**src/rtl/noc_config_pkg.sv**
```systemverilog
// Shared NoC router definitions: port indices, per-VC requester states and
// the XY routing function.
package noc_config_pkg;

  localparam int NUM_PORTS = 5;
  localparam int COORD_W   = 8;

  typedef enum logic [2:0] {
    X_PLUS  = 3'd0,
    X_MINUS = 3'd1,
    Y_PLUS  = 3'd2,
    Y_MINUS = 3'd3,
    LOCAL   = 3'd4
  } noc_port_e;

  typedef enum logic [1:0] {
    VC_IDLE = 2'd0,
    VC_WAIT = 2'd1,
    VC_XFER = 2'd2
  } vc_state_e;

  // X is resolved first, then Y; coordinates compare as unsigned values.
  function automatic logic [NUM_PORTS-1:0] xy_route(
    input logic [COORD_W-1:0] dest_x,
    input logic [COORD_W-1:0] dest_y,
    input logic [COORD_W-1:0] local_x,
    input logic [COORD_W-1:0] local_y
  );
    noc_port_e port;
    if (dest_x > local_x)      port = X_PLUS;
    else if (dest_x < local_x) port = X_MINUS;
    else if (dest_y > local_y) port = Y_PLUS;
    else if (dest_y < local_y) port = Y_MINUS;
    else                       port = LOCAL;
    return NUM_PORTS'(1) << port;
  endfunction

endpackage

```
**src/rtl/noc_vc_requester.sv**
```systemverilog
// Single-VC requester: routes the header, requests the selected output,
// forwards granted flits and releases the output on the tail.
module noc_vc_requester
  import noc_config_pkg::*;
#(
  parameter int X_WIDTH = 2,
  parameter int Y_WIDTH = 2
) (
  input  logic                 clk,
  input  logic                 rst,
  input  logic [X_WIDTH-1:0]   i_local_x,
  input  logic [Y_WIDTH-1:0]   i_local_y,
  input  logic                 i_valid,
  input  logic                 i_head,
  input  logic                 i_tail,
  input  logic [X_WIDTH-1:0]   i_dest_x,
  input  logic [Y_WIDTH-1:0]   i_dest_y,
  input  logic [NUM_PORTS-1:0] i_grant,
  output logic                 o_ready,
  output logic [NUM_PORTS-1:0] o_start_of_packet,
  output logic [NUM_PORTS-1:0] o_request,
  output logic [NUM_PORTS-1:0] o_end_of_packet,
  output logic [NUM_PORTS-1:0] o_free,
  output logic [NUM_PORTS-1:0] o_route,
  output logic                 o_error
);

  vc_state_e             state_q, state_d;
  logic [NUM_PORTS-1:0]  route_q, route_d;
  logic                  error_q, error_d;
  logic                  granted;

  // route_q is one-hot, so masking filters out grants on every other port.
  assign granted = i_valid && (|(i_grant & route_q));

  always_comb begin
    state_d           = state_q;
    route_d           = route_q;
    error_d           = error_q;
    o_ready           = 1'b0;
    o_start_of_packet = '0;
    o_request         = '0;
    o_end_of_packet   = '0;
    o_free            = '0;
    case (state_q)
      VC_IDLE: begin
        if (i_valid && i_head) begin
          route_d = xy_route(COORD_W'(i_dest_x), COORD_W'(i_dest_y),
                             COORD_W'(i_local_x), COORD_W'(i_local_y));
          state_d = VC_WAIT;
        end else if (i_valid) begin
          o_ready = 1'b1;
          error_d = 1'b1;
        end
      end
      VC_WAIT, VC_XFER: begin
        if (state_q == VC_WAIT) o_start_of_packet = route_q;
        if (i_valid) o_request = route_q;
        if (granted) begin
          o_ready = 1'b1;
          if (state_q == VC_XFER && i_head) error_d = 1'b1;
          if (i_tail) begin
            o_end_of_packet = route_q;
            o_free          = route_q;
            state_d         = VC_IDLE;
          end else begin
            state_d = VC_XFER;
          end
        end
      end
      default: state_d = VC_IDLE;
    endcase
  end

  always_ff @(posedge clk) begin
    if (rst) begin
      state_q <= VC_IDLE;
      route_q <= '0;
      error_q <= 1'b0;
    end else begin
      state_q <= state_d;
      route_q <= route_d;
      error_q <= error_d;
    end
  end

  assign o_route = route_q;
  assign o_error = error_q;

endmodule

```
**src/rtl/noc_input_port_requester.sv**
```systemverilog
// Router input port requester: one VC requester per channel, fanned out into
// flat [port][vc] control vectors (bit port*CHANNELS+vc) and [vc][port] routes.
module noc_input_port_requester
  import noc_config_pkg::*;
#(
  parameter int CHANNELS = 2,
  parameter int X_WIDTH  = 2,
  parameter int Y_WIDTH  = 2
) (
  input  logic                            clk,
  input  logic                            rst,
  input  logic [X_WIDTH-1:0]              i_local_x,
  input  logic [Y_WIDTH-1:0]              i_local_y,
  input  logic [CHANNELS-1:0]             i_valid,
  input  logic [CHANNELS-1:0]             i_head,
  input  logic [CHANNELS-1:0]             i_tail,
  input  logic [CHANNELS*X_WIDTH-1:0]     i_dest_x,
  input  logic [CHANNELS*Y_WIDTH-1:0]     i_dest_y,
  output logic [CHANNELS-1:0]             o_ready,
  output logic [NUM_PORTS*CHANNELS-1:0]   o_start_of_packet,
  output logic [NUM_PORTS*CHANNELS-1:0]   o_request,
  input  logic [NUM_PORTS*CHANNELS-1:0]   i_grant,
  output logic [NUM_PORTS*CHANNELS-1:0]   o_end_of_packet,
  output logic [NUM_PORTS*CHANNELS-1:0]   o_free,
  output logic [CHANNELS*NUM_PORTS-1:0]   o_route,
  output logic [CHANNELS-1:0]             o_error
);

  logic [NUM_PORTS-1:0] grant_vc [CHANNELS];
  logic [NUM_PORTS-1:0] sop_vc   [CHANNELS];
  logic [NUM_PORTS-1:0] req_vc   [CHANNELS];
  logic [NUM_PORTS-1:0] eop_vc   [CHANNELS];
  logic [NUM_PORTS-1:0] free_vc  [CHANNELS];

  genvar gi, gj;
  generate
    for (gi = 0; gi < CHANNELS; gi++) begin : g_vc
      noc_vc_requester #(
        .X_WIDTH(X_WIDTH),
        .Y_WIDTH(Y_WIDTH)
      ) u_vc (
        .clk              (clk),
        .rst              (rst),
        .i_local_x        (i_local_x),
        .i_local_y        (i_local_y),
        .i_valid          (i_valid[gi]),
        .i_head           (i_head[gi]),
        .i_tail           (i_tail[gi]),
        .i_dest_x         (i_dest_x[gi*X_WIDTH +: X_WIDTH]),
        .i_dest_y         (i_dest_y[gi*Y_WIDTH +: Y_WIDTH]),
        .i_grant          (grant_vc[gi]),
        .o_ready          (o_ready[gi]),
        .o_start_of_packet(sop_vc[gi]),
        .o_request        (req_vc[gi]),
        .o_end_of_packet  (eop_vc[gi]),
        .o_free           (free_vc[gi]),
        .o_route          (o_route[gi*NUM_PORTS +: NUM_PORTS]),
        .o_error          (o_error[gi])
      );

      for (gj = 0; gj < NUM_PORTS; gj++) begin : g_port
        assign grant_vc[gi][gj]                   = i_grant[gj*CHANNELS+gi];
        assign o_start_of_packet[gj*CHANNELS+gi] = sop_vc[gi][gj];
        assign o_request[gj*CHANNELS+gi]         = req_vc[gi][gj];
        assign o_end_of_packet[gj*CHANNELS+gi]   = eop_vc[gi][gj];
        assign o_free[gj*CHANNELS+gi]            = free_vc[gi][gj];
      end
    end
  endgenerate

endmodule

```
**config.mk**
```make
export PLATFORM = sky130hd
export DESIGN_NAME = noc_input_port_requester
export DESIGN_NICKNAME = d
export VERILOG_FILES = /design/src/rtl/noc_config_pkg.sv /design/src/rtl/noc_vc_requester.sv /design/src/rtl/noc_input_port_requester.sv
export SDC_FILE = /design/constraint.sdc
export NUM_CORES = 1
export LEC_CHECK = 0
export ABC_AREA = 1
export ABC_CLOCK_PERIOD_IN_PS = 3950
export BUFFER_PORTS_ARGS = -buffer_cell sky130_fd_sc_hd__buf_4
export CAP_MARGIN = 20
export CORE_MARGIN = 4
export CORE_UTILIZATION = 47
export DETAILED_ROUTE_END_ITERATION = 16
export PLACE_DENSITY = 0.89
export SETUP_SLACK_MARGIN = 0.3
export SLEW_MARGIN = 5
export SYNTH_ARGS = -nofsm -noshare
export SYNTH_HDL_FRONTEND = slang
export SYNTH_SLANG_ARGS = --single-unit
```
**constraint.sdc**
```tcl
create_clock -name clk -period 3.95 [get_ports clk]
set_clock_uncertainty 0.2 [all_clocks]
set_input_delay 0.395 -clock clk [delete_from_list [all_inputs] [get_ports clk]]
set_output_delay 0.395 -clock clk [all_outputs]
set_load 0.03 [all_outputs]
```
# Word level (Yosys, flattened, before mapping)
# Index checks and enable logic that the tools add are counted.
# totals
regBits	16
out_inout_bits	54
# op_classes
magnitude_cmp	8
eq_ne	14
shifts	2
muxes	52
bitwise_logic	2
n_reduce_logical	20
# ops
operator	count
$mux 5	14
$mux 3	12
$mux 1	14
$mux 2	6
$ne 2x1->1 const B	6
$and 5x5->5	2
$reduce_and 5->1	2
$reduce_or 5->1	2
$shl 1x3->5 const A	2
$gt 2x2->1	4
$lt 2x2->1	4
$ne 2x2->1 const B	4
$pmux 1 s2	4
$pmux 2 s2	2
$reduce_and 2->1	4
$logic_and 1x1->1	6
$eq 2x1->1 const B	2
$eq 2x2->1 const B	2
$logic_not 2->1	2
$reduce_bool 2->1	2
$reduce_or 2->1	2

# Depth between registers and ports, before layout
# logic_depth
ltp_word	8
mapped_depth	9

# Cells and area by module
# A second synthesis with hierarchy kept.
# hier_totals
cells_unflattened	222
area_unflattened_um2	1475.2
# by_module_without_submodules
mod	n_inst	cells_per_inst	area_each_um2	seq_area_each_um2
noc_vc_requester (g_vc[0].u_vc)	1	114	762.0	160.2
noc_vc_requester (g_vc[1].u_vc)	1	108	713.2	160.2

# Least setup slack after synthesis
# Ideal clock, no wire load.
# synth_timing
path_kind	register to output
from	register g_vc[1].u_vc.state_q[0]
to	output o_free[9]
arrival_time_ns	1.952
required_time_ns	3.355
setup_slack_ns	1.403
path_stages_with_launch	6
path_buffers	1
path_cell_list	dfxtp_1 > inv_1 > ha_1 > nand2_1 > nor3_1 > buf_4
# synth_between
elab_chain_cells	3
elab_cells_between_ends	4
cone_classes	eq/ne (2); mux (1); reduce/logical (1)
# synth_lines
element	line_no	text
start: declaration	noc_vc_requester.sv:28	vc_state_e state_q, state_d;
start signal: assignment	noc_vc_requester.sv:81	state_q <= state_d;
$eq 2x2->1 / $eq 2x1->1 (equally long branches)	n/a	
$reduce_or 2->1 (*)	n/a	
$mux 5 (*)	n/a	
end: declaration	noc_input_port_requester.sv:24	output logic [NUM_PORTS*CHANNELS-1:0] o_free,
# Mark *: on every way between the ends. The rest lies on a longest branch, timed or not.

# Worst setup path in the final report
# layout_timing
from	register g_vc[0].u_vc.state_q[1]
to	output o_free[0]
# layout_between
elab_chain_cells	3
elab_cells_between_ends	4
cone_classes	eq/ne (2); mux (1); reduce/logical (1)
# layout_lines
element	line_no	text
start: declaration	noc_vc_requester.sv:28	
start signal: assignment	noc_vc_requester.sv:81	
$eq 2x2->1 / $eq 2x1->1 (equally long branches)	noc_vc_requester.sv:45	case (state_q)
$reduce_or 2->1 (*)	noc_vc_requester.sv:45	
$mux 5 (*)	noc_vc_requester.sv:45	
# Marked as above.

==> metrics.txt <==
Area after DPL=between 0.0015 and 0.002 mm²; H-Tree Depth=1; GR Util All Layers=0.200; Min-Delay Startpoint=rst; CP max-delay cell=ha_1; Worst setup EP type=primary output; Initial DRT Pass Iterations=4; Antenna Nets Post-Route=0; proportion of layout cells with a drive suffix above 1=0.331; Filler cells=roughly 240; Clk network pwr share=0.218; Yosys warning count=0; Clock Tree Root=clkbuf_4; Num CTS Buffers=3; power density over the cells=between 200 and 300 mW/mm²; vias in the first global route=1,518; Pleak=about 1.1 nW; FF-to-FF setup slack=between 2 and 2.5 ns; Max Cap Viol=0; Post-Synthesis Cells=roughly 220; CORE AREA=between 0.002 and 0.003 mm²; RSZ-0062 raised after global routing=no; clock latency on the worst-skew pair=0.29 ns; overflow left after global routing=0; I/O pin cnt=84; post_cts resized=0; Yosys top cell area share=0.222; Die Span X=between 60 and 70 µm; final-report hold violation count=0; pin count of the biggest net entering global routing=12; post-CTS setup buffers=0; Req. time, crit path=roughly 3.4 ns; Synth area leader=dfxtp_1; Vias/cell=between 4 and 5; Die Ht=roughly 63 µm; outcome=complete, no violations; initial core utilization=0.505; Final Core Density=0.712; DPL Wire Length=~3300 µm; post-synth cell types=21; die area=between 0.004 and 0.005 mm²; Post-route DRC=0; Clock Sinks=16; worst r2r src=g_vc[1].u_vc.state_q[0]$_SDFFE_PP0P_; hold path endpoint=g_vc[1].u_vc.o_route[3]$_SDFFE_PP0N_; reg2reg end=g_vc[1].u_vc.o_route[2]$_SDFFE_PP0N_; worst path cell trace=inv_1, ha_1, nand2_1, nor3_1, buf_4; Area Growth Syn to Fin=40.9%; mean area per synthesized cell=6.52 µm²; via count=roughly 1,600; initial DRC count=68; routability congestion estimate=0.861; Tmin final=2.41 ns; most frequent cells in the layout=buf_4, nand2_1, inv_1, nor2_1, a21oi_1; synthesized area=between 0.001 and 0.0015 mm²; slowest cell delay on critical path=between 0.4 and 0.5 ns; setup TNS=0 ns; VDD IR max=between 0.0002 and 0.0003 V; headroom to the max-slew limit=0.818; Pint=0.315 mW; synth top area cells=dfxtp_1, ha_1, nand2_1, inv_1, nor2_1; post-DR wirelength/cell=between 10 and 15 µm; Logic pwr share=0.416; buffer levels on the longest clock path=2; CP Max Fanout=7; worst hold path type=in2reg; #FFs+latches synth=16; PortBufs=between 80 and 90; arrival time at the worst endpoint=roughly 1.8 ns; net switching power=between 0.2 and 0.25 mW; slew of the pin with the lowest slew margin=0.271 ns; Syn Nets=around 270; commonest non-fill, non-tap cell in the layout=buf_4; Slew Limit Fails=0; routed wire length=slightly above 4000 µm; Ant. Diodes=0; sequential area share after synthesis=0.222; post-route cell area=0.00203 mm²; Final setup viols=0; first-pass GRT wire length=6730 µm; Worst R2R Path Depth=8; Clock transition at path regs=0.10 ns; fmax=around 420 MHz; hold path cells=2; Startpoint Class=register; Sw Share=0.389; Tcrit/Tclk final=0.610; nets=between 300 and 400; Hold-fix buffers, CTS=0; CTS tree=built; initial antenna violation count=0; number of core rows=19; WS Path Type=reg2out; Flop pwr share=0.367
==> worst max-delay path by stage <==
stage                                    startpoint        end  slack [ns]  cells past startpoint
5_1_grt        g_vc[1].u_vc.state_q[0]$_SDFFE_PP0P_  o_free[1]        1.36                      5
2_1_floorplan  g_vc[1].u_vc.state_q[0]$_SDFFE_PP0P_  o_free[9]        1.40                      5
4_1_cts        g_vc[0].u_vc.state_q[1]$_SDFFE_PP0P_  o_free[0]        1.55                      5
3_3_place_gp   g_vc[0].u_vc.state_q[0]$_SDFFE_PP0P_  o_free[6]        1.95                      5
6_report       g_vc[0].u_vc.state_q[1]$_SDFFE_PP0P_  o_free[0]        1.54                      5
3_5_place_dp   g_vc[0].u_vc.state_q[1]$_SDFFE_PP0P_  o_free[0]        1.88                      5
==> metal layers <==
layer	vias to the layer above	global-route usage	part of all wire
met5	-	0	0
met4	0	0.0270	0.0012
met3	2	0.0462	0.041
met2	28	0.360	0.53
met1	723	0.246	0.43
li1	837	-	-
==> per-stage QoR <==
stage	hold WS, ns	setup slack [ns]	total power, mW	instances
global route	0.135	1.36	0.553	324
global placement	0.261	1.95	0.400	320
floorplan	0.238	1.40	0.339	221
finish	0.141	1.54	0.516	324
detailed placement	0.271	1.88	0.405	320
CTS	0.140	1.55	0.517	324
==> state kept, by name, summed over array words and instances, names as in the netlist <==
register           cells
g_vc.u_vc.o_route     10
g_vc.u_vc.state_q      4
g_vc.u_vc.o_error      2
==> critical path, delay by kind of cell (launching register included) <==
family	cells	cell delay, ns
adders and majority gates	1	0.41
DFF	1	0.40
and+or+nand+nor	2	0.39
buffers and inverters	2	0.32
==> power groups by stage <==
| stage | Combinational (mW) | Sequential [mW] | Clock [mW] |
|---|---|---|---|
| after floorplan | 0.137 | 0.202 | 0 |
| after global placement | 0.209 | 0.192 | 0 |
| after detailed placement | 0.212 | 0.193 | 0 |
| after CTS | 0.214 | 0.189 | 0.113 |
| after global routing | 0.240 | 0.192 | 0.122 |
| final | 0.214 | 0.189 | 0.112 |
==> cell type report <==
class,instances,area [µm²],area share
Inverter,36,135,0.0665
Multi-Input combinational cell,154,877,0.432
Timing Repair Buffer,83,623,0.307
Sequential cell,16,320,0.158
Clock buffer,4,36.3,0.0179
Tap cell,31,38.8,0.0191
==> kinds of logic after synthesis <==
logic type,synth area share
AO/OA/AOI/OAI,0.156
AND/OR/NAND/NOR,0.296
adder cells (fa/ha/maj),0.156
flip-flops,0.222
buffers and inverters,0.169
==> synth_stat cells (all sizes together) <==
library cell,number
nor2,31
buf,14
o21ba,2
dfxtp,16
clkbuf,1
and3,1
ha,18
a22oi,1
nand3,8
a21oi,21
nand2,45
o21ai,8
o21bai,3
nand4,1
nor3,15
inv,36
No activity file was read; power rests on OpenSTA's default activity.
